**src/rtl/fetch_stage_if.sv**
```systemverilog
// ----------------------------------------------------------------------------
// fetch_stage_if
//   Instruction-memory request/acknowledge bus between the fetch stage and
//   instruction memory.
//
//   Handshake: the fetch stage raises imem_req with a byte address on
//   imem_addr. It keeps both stable until the memory returns imem_ack=1 for
//   one cycle with the word on imem_rdata. That cycle completes the request.
//   Latency from req to ack is unbounded and variable. A new request, if any,
//   is presented from the following cycle.
//
//   Signals
//     imem_req    fetch stage -> memory   request pending
//     imem_addr   fetch stage -> memory   byte address of the request
//     imem_ack    memory -> fetch stage   imem_rdata valid, request done
//     imem_rdata  memory -> fetch stage   fetched instruction word
//
//   Modports: master = fetch stage, slave = memory.
// ----------------------------------------------------------------------------
interface fetch_stage_if;
    logic        imem_req;
    logic [31:0] imem_addr;
    logic        imem_ack;
    logic [31:0] imem_rdata;

    modport master (
        output imem_req,
        output imem_addr,
        input  imem_ack,
        input  imem_rdata
    );

    modport slave (
        input  imem_req,
        input  imem_addr,
        output imem_ack,
        output imem_rdata
    );
endinterface

```
**src/rtl/fetch_stage.sv**
```systemverilog
// ----------------------------------------------------------------------------
// fetch_stage
//   Instruction-fetch stage plus the IF/ID pipeline register. It holds the PC
//   and fetches words over a variable-latency req/ack memory bus. It presents
//   {pc+PC_STEP, inst, inst_valid} to decode, honours the hazard freeze and
//   redirects on taken branches from EXE. Bubbles carry NOP_INST with
//   inst_valid=0.
//
//   Ports
//     clk           clock, all state updates on posedge
//     rst           synchronous, active-high reset
//     freeze        hazard stall: hold PC and IF/ID register
//     branch_taken  EXE branch resolved taken (one-cycle pulse)
//     branch_addr   branch target byte address (no alignment check)
//     bus           instruction-memory interface (master side)
//     pc_out        IF/ID: PC+PC_STEP of the held instruction
//     inst          IF/ID: instruction word
//     inst_valid    IF/ID: 1 = real instruction, 0 = bubble
//     fsm_state     current fetch FSM state, for observation
//
//   FSM states
//     IDLE     after reset; no request
//     REQ      request at pc outstanding
//     DISCARD  wrong-path request still in flight; its data is dropped
//     HOLD     word received during freeze, parked in the hold buffer
// ----------------------------------------------------------------------------
module fetch_stage #(
    parameter logic [31:0] RESET_PC = 32'h0000_0000,
    parameter logic [31:0] PC_STEP  = 32'd4,
    parameter logic [31:0] NOP_INST = 32'h0000_0000
) (
    input  logic                 clk,
    input  logic                 rst,
    input  logic                 freeze,
    input  logic                 branch_taken,
    input  logic [31:0]          branch_addr,
    fetch_stage_if.master        bus,
    output logic [31:0]          pc_out,
    output logic [31:0]          inst,
    output logic                 inst_valid,
    output logic [1:0]           fsm_state
);

    typedef enum logic [1:0] {
        IDLE    = 2'd0,
        REQ     = 2'd1,
        DISCARD = 2'd2,
        HOLD    = 2'd3
    } state_t;

    state_t      state, state_next;
    logic [31:0] pc, pc_next;
    logic [31:0] redirect_pc, redirect_next;
    logic [31:0] hold_buf, hold_next;
    logic [31:0] pc_out_next;
    logic [31:0] inst_next;
    logic        valid_next;
    logic [31:0] pc_inc;

    // Modulo-2^32 increment: 32'hFFFF_FFFC wraps to 0.
    assign pc_inc = pc + PC_STEP;

    // pc is not advanced until a request completes on the right path, so in
    // both REQ and DISCARD it is the address of the outstanding request.
    // The address therefore stays stable for as long as req is high.
    assign bus.imem_req  = (state == REQ) || (state == DISCARD);
    assign bus.imem_addr = pc;
    assign fsm_state     = state;

    always_comb begin
        state_next    = state;
        pc_next       = pc;
        redirect_next = redirect_pc;
        hold_next     = hold_buf;
        pc_out_next   = pc_out;
        inst_next     = inst;
        valid_next    = inst_valid;

        case (state)
            IDLE: begin
                state_next = REQ;
                if (branch_taken) begin
                    pc_next    = branch_addr;
                    inst_next  = NOP_INST;
                    valid_next = 1'b0;
                end
            end

            REQ: begin
                if (bus.imem_ack) begin
                    if (branch_taken) begin
                        // The word just returned is on the wrong path.
                        pc_next    = branch_addr;
                        inst_next  = NOP_INST;
                        valid_next = 1'b0;
                    end else if (freeze) begin
                        // Decode cannot take the word yet; park it so it is
                        // neither lost nor fetched twice.
                        hold_next  = bus.imem_rdata;
                        state_next = HOLD;
                    end else begin
                        pc_out_next = pc_inc;
                        inst_next   = bus.imem_rdata;
                        valid_next  = 1'b1;
                        pc_next     = pc_inc;
                    end
                end else begin
                    if (branch_taken) begin
                        // Request cannot be withdrawn; finish it in DISCARD.
                        redirect_next = branch_addr;
                        inst_next     = NOP_INST;
                        valid_next    = 1'b0;
                        state_next    = DISCARD;
                    end else if (!freeze) begin
                        inst_next  = NOP_INST;
                        valid_next = 1'b0;
                    end
                end
            end

            DISCARD: begin
                if (branch_taken) begin
                    redirect_next = branch_addr;
                end
                if (bus.imem_ack) begin
                    pc_next    = branch_taken ? branch_addr : redirect_pc;
                    state_next = REQ;
                end
                if (branch_taken || !freeze) begin
                    inst_next  = NOP_INST;
                    valid_next = 1'b0;
                end
            end

            HOLD: begin
                if (branch_taken) begin
                    pc_next    = branch_addr;
                    inst_next  = NOP_INST;
                    valid_next = 1'b0;
                    state_next = REQ;
                end else if (!freeze) begin
                    pc_out_next = pc_inc;
                    inst_next   = hold_buf;
                    valid_next  = 1'b1;
                    pc_next     = pc_inc;
                    state_next  = REQ;
                end
            end

            default: begin
                state_next = IDLE;
            end
        endcase
    end

    always_ff @(posedge clk) begin
        if (rst) begin
            state       <= IDLE;
            pc          <= RESET_PC;
            redirect_pc <= RESET_PC;
            hold_buf    <= 32'h0;
            pc_out      <= 32'h0;
            inst        <= NOP_INST;
            inst_valid  <= 1'b0;
        end else begin
            state       <= state_next;
            pc          <= pc_next;
            redirect_pc <= redirect_next;
            hold_buf    <= hold_next;
            pc_out      <= pc_out_next;
            inst        <= inst_next;
            inst_valid  <= valid_next;
        end
    end

endmodule

```
**src/flat_wrapper.sv**
```systemverilog
// flat-port wrapper written by rule: the top's interface ports become plain ports
module fetch_stage_flat 
#(
    parameter logic [31:0] RESET_PC = 32'h0000_0000,
    parameter logic [31:0] PC_STEP  = 32'd4,
    parameter logic [31:0] NOP_INST = 32'h0000_0000
)
  (clk, rst, freeze, branch_taken, branch_addr, pc_out, inst, inst_valid, fsm_state, bus_imem_req, bus_imem_addr, bus_imem_ack, bus_imem_rdata);
  fetch_stage_if bus_i ();
  input  logic clk;
  input  logic rst;
  input  logic freeze;
  input  logic branch_taken;
  input  logic [31:0] branch_addr;
  output logic [31:0] pc_out;
  output logic [31:0] inst;
  output logic inst_valid;
  output logic [1:0] fsm_state;
  output wire logic [$bits(bus_i.imem_req)-1:0] bus_imem_req;
  output wire logic [$bits(bus_i.imem_addr)-1:0] bus_imem_addr;
  input wire logic [$bits(bus_i.imem_ack)-1:0] bus_imem_ack;
  input wire logic [$bits(bus_i.imem_rdata)-1:0] bus_imem_rdata;
  assign bus_imem_req = bus_i.imem_req;
  assign bus_imem_addr = bus_i.imem_addr;
  assign bus_i.imem_ack = bus_imem_ack;
  assign bus_i.imem_rdata = bus_imem_rdata;
  fetch_stage #(.RESET_PC(RESET_PC), .PC_STEP(PC_STEP), .NOP_INST(NOP_INST)) u_core (.clk(clk), .rst(rst), .freeze(freeze), .branch_taken(branch_taken), .branch_addr(branch_addr), .bus(bus_i), .pc_out(pc_out), .inst(inst), .inst_valid(inst_valid), .fsm_state(fsm_state));
endmodule
```
**config.mk**
```make
export PLATFORM = sky130hd
export DESIGN_NAME = fetch_stage_flat
export DESIGN_NICKNAME = d
export VERILOG_FILES = /design/src/rtl/fetch_stage_if.sv /design/src/rtl/fetch_stage.sv /design/src/flat_wrapper.sv
export SDC_FILE = /design/constraint.sdc
export NUM_CORES = 1
export LEC_CHECK = 0
export CORE_MARGIN = 2
export CORE_UTILIZATION = 45
export DETAILED_ROUTE_END_ITERATION = 8
export GPL_TIMING_DRIVEN = 0
export PLACE_DENSITY = 0.81
export SLEW_MARGIN = 20
export SYNTH_ARGS = -nofsm -noshare
export SYNTH_HDL_FRONTEND = slang
export SYNTH_SLANG_ARGS = --single-unit
```
**constraint.sdc**
```tcl
create_clock -name clk -period 5.8 [get_ports clk]
set_input_delay 0.58 -clock clk [delete_from_list [all_inputs] [get_ports clk]]
set_output_delay 0.58 -clock clk [all_outputs]
set_load 0.01 [all_outputs]
```
Word level (Yosys, flattened, before mapping)

Cells that the tools add are included.

Input port bits: 69
Bits in latches: 0
Bits in registers: 163
Logic and storage cells: 75
Bits in writable memories: 0
Memories: 0
ROM bits: 0

$add $sub $neg: 1
Multiplexer cells: 39
Shift operators: 0
Reduce and logical (&&, ||, !) cells: 13
Order comparisons: 0
Div/mod/pow operators: 0
Multipliers: 0
Eq/ne operators: 14
Bitwise operators: 1

Operator list:

| operator                                                         | count |
|---|---|
| 32-bit two-way mux                                               | 19 |
| 32-bit case mux with 4 select lines                              | 2 |
| 32-bit case mux with 2 select lines                              | 2 |
| 32-bit by 3-bit adder with 32-bit output (second input constant) | 1 |
| 3-bit inequality test (second input constant)                    | 5 |
| 2-bit two-way mux                                                | 7 |
| 2-bit inequality test (second input constant)                    | 5 |
| 2-bit case mux with 4 select lines                               | 1 |
| 4-bit AND reduction                                              | 2 |
| 1-bit two-way mux                                                | 7 |
| 3-bit AND reduction                                              | 2 |
| 5-bit AND reduction                                              | 1 |
| 2-bit == test (second input constant)                            | 2 |
| 4-bit inequality test (second input constant)                    | 1 |
| 1-bit case mux with 4 select lines                               | 1 |
| 2-bit AND reduction                                              | 2 |
| 2-bit nonzero test                                               | 2 |
| 2-bit by 1-bit == test with 1-bit output (second input constant) | 1 |
| 2-bit zero test                                                  | 1 |
| 1-bit logical OR                                                 | 2 |
| 1-bit zero test                                                  | 1 |
| 1-bit NOT                                                        | 1 |

Longest topological paths before layout

Gate-level depths: netlist of the first run.

Depth in word-level cells: 5
Mapped depth: 10
Gate-level depth less buffers: 7

Worst setup path before layout of the first run

No wires, ideal clock.

Path type: reg-to-reg
Start point: reg u_core.state[0], in the netlist u_core.fsm_state[0]
End point: reg u_core.pc[31], in the netlist u_core.bus.imem_addr[31]
Cell stages (with the launch flop): 11
Buffers on the path: 3
Arrival time: 2145 ps
Required time: 5680 ps
Path slack: 3535 ps
Clock period less this slack: 2265 ps
Library setup time: 120 ps
Cells stage by stage: dfxtp_1 > inv_1 > ha_1 > clkbuf_2 > o31a_4 > or2_1 > buf_6 > buf_8 > a221oi_2 > nor3_1 > a211o_1

Word-level cells in the longest chain between the ends: 3

Ends and longest elaborated chain:

| element                                                          | RTL line           | RTL |
|---|---|---|
| start, declared                                                  | fetch_stage.sv:51  | `state_t state, state_next;` |
| start signal, assigned                                           | fetch_stage.sv:166 | `state <= state_next;` |
| 2-bit by 1-bit == test with 1-bit output (tied with other cells) | fetch_stage.sv:79  | `case (state)` |
| 2-bit inequality test (no line)                                  | --                 |  |
| 3-bit AND reduction (no line)                                    | --                 |  |
| end signal, assigned                                             | fetch_stage.sv:167 | `pc <= pc_next;` |
| end, declared                                                    | fetch_stage.sv:52  | `logic [31:0] pc, pc_next;` |

Several ways; a longest one is shown, not always the timed one.
A chain may end at the register's enable or synchronous reset.

Worst setup path in the final report of the first run

Start point: reg u_core.pc[3], in the netlist u_core.bus.imem_addr[3]
End point: reg u_core.pc[28], in the netlist u_core.bus.imem_addr[28]

Word-level cells in the longest chain between the ends: 5

Ends and longest elaborated chain:

| element                                    | RTL line                              | RTL |
|---|---|---|
| 32-bit by 3-bit adder with 32-bit output * | fetch_stage.sv:61                     | `assign pc_inc = pc + PC_STEP;` |
| 32-bit two-way mux *                       | fetch_stage.sv:96, fetch_stage.sv:141 |  |
| 32-bit two-way mux *                       | fetch_stage.sv:91                     | `if (branch_taken) begin` |
| 32-bit two-way mux                         | fetch_stage.sv:90                     | `if (bus.imem_ack) begin` |
| 32-bit case mux with 4 select lines *      | fetch_stage.sv:79                     |  |

Every way passes the cells marked *; elsewhere a longest branch is shown, timed or not. The select of a mux whose other input is x is not followed.

==> impl_metrics.json, run 1 <==
{
  "ctsHoldBuffers": 0,
  "clkLatencyLatePin_ns": 0.44,
  "synth_top_flop_cell": "sky130_fd_sc_hd__dfxtp_1",
  "antennaDiodeCount": 0,
  "grt_setup_unrepaired": "no",
  "gp_congestion": 0.913,
  "timing.setup.tns_ns": 0,
  "power_leakage_nw": 3.43,
  "max_stage_delay_ns": 0.70,
  "post-route-drc-count": 0,
  "timing.slew.headroom_pct": 47.3,
  "area_growth_syn_to_layout_pct": 33.2,
  "period_share_pct": 47.0,
  "numPortBuffers": 167,
  "hold_path_class": "flip-flop to flip-flop",
  "first_pass_grt_wire_length_mm": 40.3,
  "worstSetupEndpointType": "flip-flop",
  "startpoint_type": "flip-flop",
  "register_bit_total_from_synthesis": 163,
  "gr-total-overflow": 0,
  "fraction_of_final_layout_cells_sized_beyond_drive_strength_1_pct": 6.02,
  "report.final.hold_viol_count": 0,
  "tightestPinTransition_ns": 0.790,
  "worst_hold_slack_ns": 0.455,
  "dr_pass1_iterations": 6,
  "cts_root_buf": "sky130_fd_sc_hd__clkbuf_16",
  "post_synth_fa_ha_maj_area_fraction_pct": 0.988,
  "die_area_um2": 17900,
  "slowest_stage": "sky130_fd_sc_hd__nor3_1",
  "synth-xor-area-share_pct": 2.88,
  "critical_path.cell_chain": "ha_1 > nand4_1 > nor3_1 > and4_1 > o21ai_0 > a32o_1",
  "async_reset_ff_share_pct": 0,
  "synth_area_um2": 7600,
  "arrival_ns": 3.05,
  "critical_path.max_fanout": 7,
  "mux_share_of_post_synthesis_cell_area_pct": 0.428,
  "cp.required_ns": 6.12,
  "ant_nets": 0,
  "start_of_the_worst_register_to_register_path": "u_core.bus.imem_addr[3]",
  "design.portCount": 169,
  "synth-edff-count": 0,
  "post_cts.resized_instances": 0,
  "std_cell_rows": 47,
  "antenna_found_initial": 0,
  "synth_simple_gate_area_share_pct": 21.3,
  "rr_endpoint": "u_core.bus.imem_addr[28]",
  "via_per_inst": 6.13,
  "cts_max_level": 4,
  "max_freq_ghz": 0.367,
  "synth_compound_gate_area_share_pct": 26.4,
  "layout.nets": 1209,
  "start_util_pct": 46.0,
  "clock_path_buffers": 2,
  "fin_skew_ns": 0.00796,
  "globalRouteTotalUtil_pct": 28.4,
  "final_design_area_no_fill_um2": 10100,
  "setup.worst_path.end": "u_core.bus.imem_addr[28]",
  "ff2ff_setup_slack_ns": 3.07,
  "place_area_um2": 9540,
  "synth.yosys.warnings": 0,
  "cellPowerDensity_nw_per_um2": 319,
  "tritoncts": "built",
  "finish.utilization_pct": 61.2,
  "route.final.wire_length_mm": 26.0,
  "dpl.hpwl_mm": 18.8,
  "reg2regPathDepth": 6,
  "cts_sinks": 163,
  "netlist_instances": 948,
  "filler_cell_count": 1430,
  "layout.cells.most_common": "sky130_fd_sc_hd__clkdlybuf4s50_1",
  "path_class": "flip-flop to flip-flop",
  "seq_area_frac_synth_pct": 43.0,
  "std_cell_core_area_um2": 16500,
  "first_global_vias": 7737,
  "synth.lib_cells_used.distinct": 68,
  "drv_cap": 0,
  "ir_worst_vdd_uv": 242,
  "min_from": "u_core.hold_buf[9]",
  "floorplan.die.height_um": 134,
  "dp_cells": 1335,
  "total_vias_in_the_final_route": 8374,
  "finalSetupViolations": 0,
  "result_of_the_run": "finished clean",
  "grt_start_max_net_pins": 17,
  "maxSlewViolCount": 0,
  "drc_marker_count_from_the_first_detailed_route_iteration": 899,
  "post_synth.cell_area_avg_um2": 8.01,
  "tritoncts.num_buffers": 17,
  "layoutNonFillerInstCount": 1367,
  "wl_per_cell_um": 19.1,
  "most-common-layout-cells": "sky130_fd_sc_hd__clkdlybuf4s50_1 (167), sky130_fd_sc_hd__dfxtp_1 (163), sky130_fd_sc_hd__nand2_1 (161)",
  "critical_path.startpoint": "u_core.bus.imem_addr[3]",
  "post_cts_setup_buffer_count": 0,
  "clk_pin_slew_worst_paths_ns": 0.07,
  "main_combinational_cell_family_by_area_after_synthesis": "compound AO/OA/AOI/OAI gates",
  "post_layout_minimum_cycle_time_ns": 2.73,
  "die_w_um": 134,
  "syn_nets": 1023
}
-- how the worst min path moves through the flow --
stage	slack, ns	cells after the start	end
2_1_floorplan	0.43	2	u_core.redirect_pc[28]
3_3_place_gp	0.44	2	u_core.hold_buf[8]
3_5_place_dp	0.45	2	u_core.hold_buf[22]
4_1_cts	0.46	2	u_core.hold_buf[22]
5_1_grt	0.47	2	u_core.redirect_pc[15]
6_report	0.45	2	u_core.hold_buf[9]
-- layer usage --
layer,global-route usage [%],share of wire [%]
met1,37.3,40
met3,6.35,10
met2,44.4,46
met5,0,0
met4,13.4,4.4
-- final cells by class --
type                       instances  area, um2  area share, %
timing repair buffer             167       1670           16.5
multi-input combinational        696       3950           39.0
buffer                            79        347           3.42
clock buffer                      17        425           4.20
clock inverter                    15        150           1.48
tap                              220        275           2.72
inverter                          10       37.5          0.371
sequential                       163       3260           32.2
-- kinds of logic (layout without fill, tap and decap cells) --
logic type,Yosys count,count (layout)
DFF,163,163
and+or+nand+nor,362,362
AOI/OAI and AO/OA,300,300
buffers and inverters,89,288
xor gates and xnor gates,25,25
adders and majority gates,6,6
muxes,3,3
-- registers in the layout, indices dropped and copies added (netlist names) --
name,count
u_core.pc_out,32
u_core.inst,32
u_core.redirect_pc,32
u_core.bus.imem_addr,32
u_core.hold_buf,32
u_core.fsm_state,2
u_core.inst_valid,1
-- stage by stage --
step                      power [W]  setup slack [ns]
after floorplan             0.00175              3.54
after global placement      0.00211              2.99
after detailed placement    0.00212              2.86
after CTS                   0.00321              3.19
after global routing        0.00335              2.90
final                       0.00323              3.07
-- worst max-delay path, delay by kind of cell (launching register included) --
kind,cells,cell delay [ns]
AOI/OAI and AO/OA,2,0.42
adders and majority gates,1,0.27
DFF,1,0.49
and+or+nand+nor,3,1.43
-- cell usage after synthesis (all sizes together), types with 7 or more instances --
cell	instances	area [um2]
buf	25	143
clkbuf	54	204
xnor2	16	140
dfxtp	163	3260
nand4	11	68.8
a221o	7	76.3
o21ai	46	230
a221oi	13	120
xor2	9	78.8
nor3	28	140
nand2b	7	43.8
nor2	92	348
and3	7	43.8
inv	8	30.0
nand3	21	105
nand2	161	604
a21oi	92	460
a211oi	48	360
a22oi	35	263
nor4	10	68.8
-- where the power goes --
part / leakage [nW] / switching [W] / total [W] / internal [W]
combinational: 1.82 / 0.000442 / 0.000801 / 0.000359
sequential: 1.33 / 0.000104 / 0.00132 / 0.00122
clock: 0.274 / 0.000504 / 0.00111 / 0.000602
(Power assumes the default switching activity.)
==> run 2, diff against run 1 <==
Settings changed: PLACE_DENSITY 0.81 to 0.83.
Clock period 5.8 ns to 2.5 ns, I/O delays scaled along.
==> impl_metrics.json, run 2 (synthesized netlist as in run 1, its figures left out) <==
{
  "cts_root_buf": "sky130_fd_sc_hd__clkbuf_16",
  "critical_path.cell_chain": "inv_1 > ha_1 > clkbuf_2 > o31a_4 > or2_1 > buf_6 > buf_8 > a221oi_2 > nor3_1 > a211o_1",
  "critical_path.max_fanout": 10,
  "timing.hold.worst_path_depth": 5,
  "result_of_the_run": "finished clean",
  "first_global_vias": 7806,
  "layoutNonFillerInstCount": 1367,
  "layout.nets": 1209,
  "arrival_ns": 2.76,
  "tightestPinTransition_ns": 0.738,
  "gp_congestion": 0.916,
  "report.final.hold_viol_count": 0,
  "max_stage_delay_ns": 0.37,
  "grt_setup_unrepaired": "yes",
  "fin_skew_ns": 0.00876,
  "drv_cap": 0,
  "gr-total-overflow": 0,
  "die_area_um2": 17900,
  "reg2regPathDepth": 10,
  "numPortBuffers": 167,
  "ir_worst_vdd_uv": 517,
  "grt_util_met1_pct": 37.3,
  "area_growth_syn_to_layout_pct": 35.0,
  "maxSlewViolCount": 0,
  "slowest_stage": "sky130_fd_sc_hd__o31a_4",
  "period_share_pct": 97.6,
  "cp.required_ns": 2.82,
  "start_util_pct": 46.0,
  "tritoncts.num_buffers": 17,
  "antenna_found_initial": 0,
  "regArea_um2": 3260,
  "floorplan.die.height_um": 134,
  "tritoncts": "built",
  "worstSetupEndpointType": "flip-flop",
  "post_layout_minimum_cycle_time_ns": 2.44,
  "grt_most_used_layer": "met2",
  "route.final.wire_length_mm": 26.1,
  "cts_sinks": 163,
  "cellPowerDensity_nw_per_um2": 764,
  "cts_max_level": 4,
  "ant_nets": 0,
  "total_vias_in_the_final_route": 8333,
  "timing.setup.tns_ns": 0,
  "path_class": "flip-flop to flip-flop",
  "fraction_of_final_layout_cells_sized_beyond_drive_strength_1_pct": 8.46,
  "most-common-layout-cells": "sky130_fd_sc_hd__clkdlybuf4s50_1 (167), sky130_fd_sc_hd__dfxtp_1 (162), sky130_fd_sc_hd__nand2_1 (161)",
  "report.power.total_w": 0.00784,
  "dp_cells": 1335,
  "globalRouteTotalUtil_pct": 28.4,
  "clk_pin_slew_worst_paths_ns": 0.07,
  "dpl.hpwl_mm": 18.4,
  "power_leakage_nw": 3.53,
  "design.portCount": 169,
  "multi_input_area_um2": 3990,
  "grt_start_max_net_pins": 17,
  "post-route-drc-count": 0,
  "finalSetupViolations": 0,
  "ctsHoldBuffers": 0,
  "grt_use_met2_pct": 44.0,
  "first_pass_grt_wire_length_mm": 40.5,
  "gr-usage-met3_pct": 5.97,
  "wl_per_cell_um": 19.1,
  "filler_cell_count": 1386,
  "timing.slew.headroom_pct": 50.8,
  "std_cell_rows": 47,
  "via_per_inst": 6.10,
  "clkLatencyLatePin_ns": 0.44,
  "layout.cells.most_common": "sky130_fd_sc_hd__clkdlybuf4s50_1",
  "hold_path_class": "input pin to flip-flop",
  "max_freq_ghz": 0.410,
  "std_cell_core_area_um2": 16500,
  "clock_path_buffers": 2,
  "antennaDiodeCount": 0,
  "startpoint_type": "flip-flop",
  "dr_pass1_iterations": 5,
  "drc_marker_count_from_the_first_detailed_route_iteration": 1076,
  "die_w_um": 134
}
==> run 2: changes by cell type in the layout (fill, tap and decap cells not counted), moves of 4 or more <==
| cell | change |
|---|---|
| sky130_fd_sc_hd__buf_1 | -4 |
| sky130_fd_sc_hd__clkbuf_1 | -14 |
| sky130_fd_sc_hd__inv_6 | +4 |
| sky130_fd_sc_hd__clkbuf_2 | +15 |
| sky130_fd_sc_hd__clkinv_4 | -4 |
==> run 2: layer usage <==
metal	wire length [um]	vias to the layer above
met4	1220	0
met2	11900	544
met1	10300	3887
met5	0	-
li1	-	3796
met3	2670	106
==> run 2: cell type report <==
cell class                 count  share of cell area, %
multi-input combinational    696                   38.9
sequential                   163                   31.8
timing repair buffer         168                   16.4
clock buffer                  17                   4.15
buffer                        78                   3.60
tap                          220                   2.68
clock inverter                15                   2.11
inverter                      10                  0.366
==> run 2: critical path, delay by kind of cell, from the launching register on <==
kind	cells	cell delay, ns
AOI/OAI and AO/OA	3	0.89
buffers and inverters	4	0.56
adders and majority gates	1	0.20
and+or+nand+nor	2	0.31
DFF	1	0.36
==> run 2: worst paths after layout <==
kind,startpoint,endpoint,slack [ns]
max,u_core.fsm_state[0],u_core.bus.imem_addr[31],0.06
min,branch_taken,u_core.fsm_state[1],0.39
max reg2reg,u_core.fsm_state[0],u_core.bus.imem_addr[31],0.06
min reg2reg,u_core.hold_buf[28],u_core.hold_buf[28],0.45
==> run 2: repair_timing <==
item                       4_1_cts  5_1_grt
cloned                           0        0
hold endpoints to repair         0        0
pin swaps                        0        1
setup endpoints to repair        9      107
setup buffers                    0        1
resized for setup                5       37
==> run 2: report_power, final <==
group / internal [W] / total (W) / switching [W]
clock network: 0.00170 / 0.00288 / 0.00118
logic: 0.000851 / 0.00189 / 0.00104
registers: 0.00283 / 0.00307 / 0.000240
total: 0.00538 / 0.00784 / 0.00245
==> run 2: per-stage QoR <==
step | setup WS (ns) | hold slack (ns) | util (%) | instance area (um2)
CTS | 0.0247 | 0.380 | 61.7 | 10200
floorplan | 0.235 | 0.386 | - | 7600
global placement | -0.0373 | 0.441 | 57.8 | 9540
global route | -0.0275 | 0.425 | 62.1 | 10300
detailed placement | -0.0321 | 0.446 | 57.8 | 9540
finish | 0.0609 | 0.389 | 62.1 | 10300
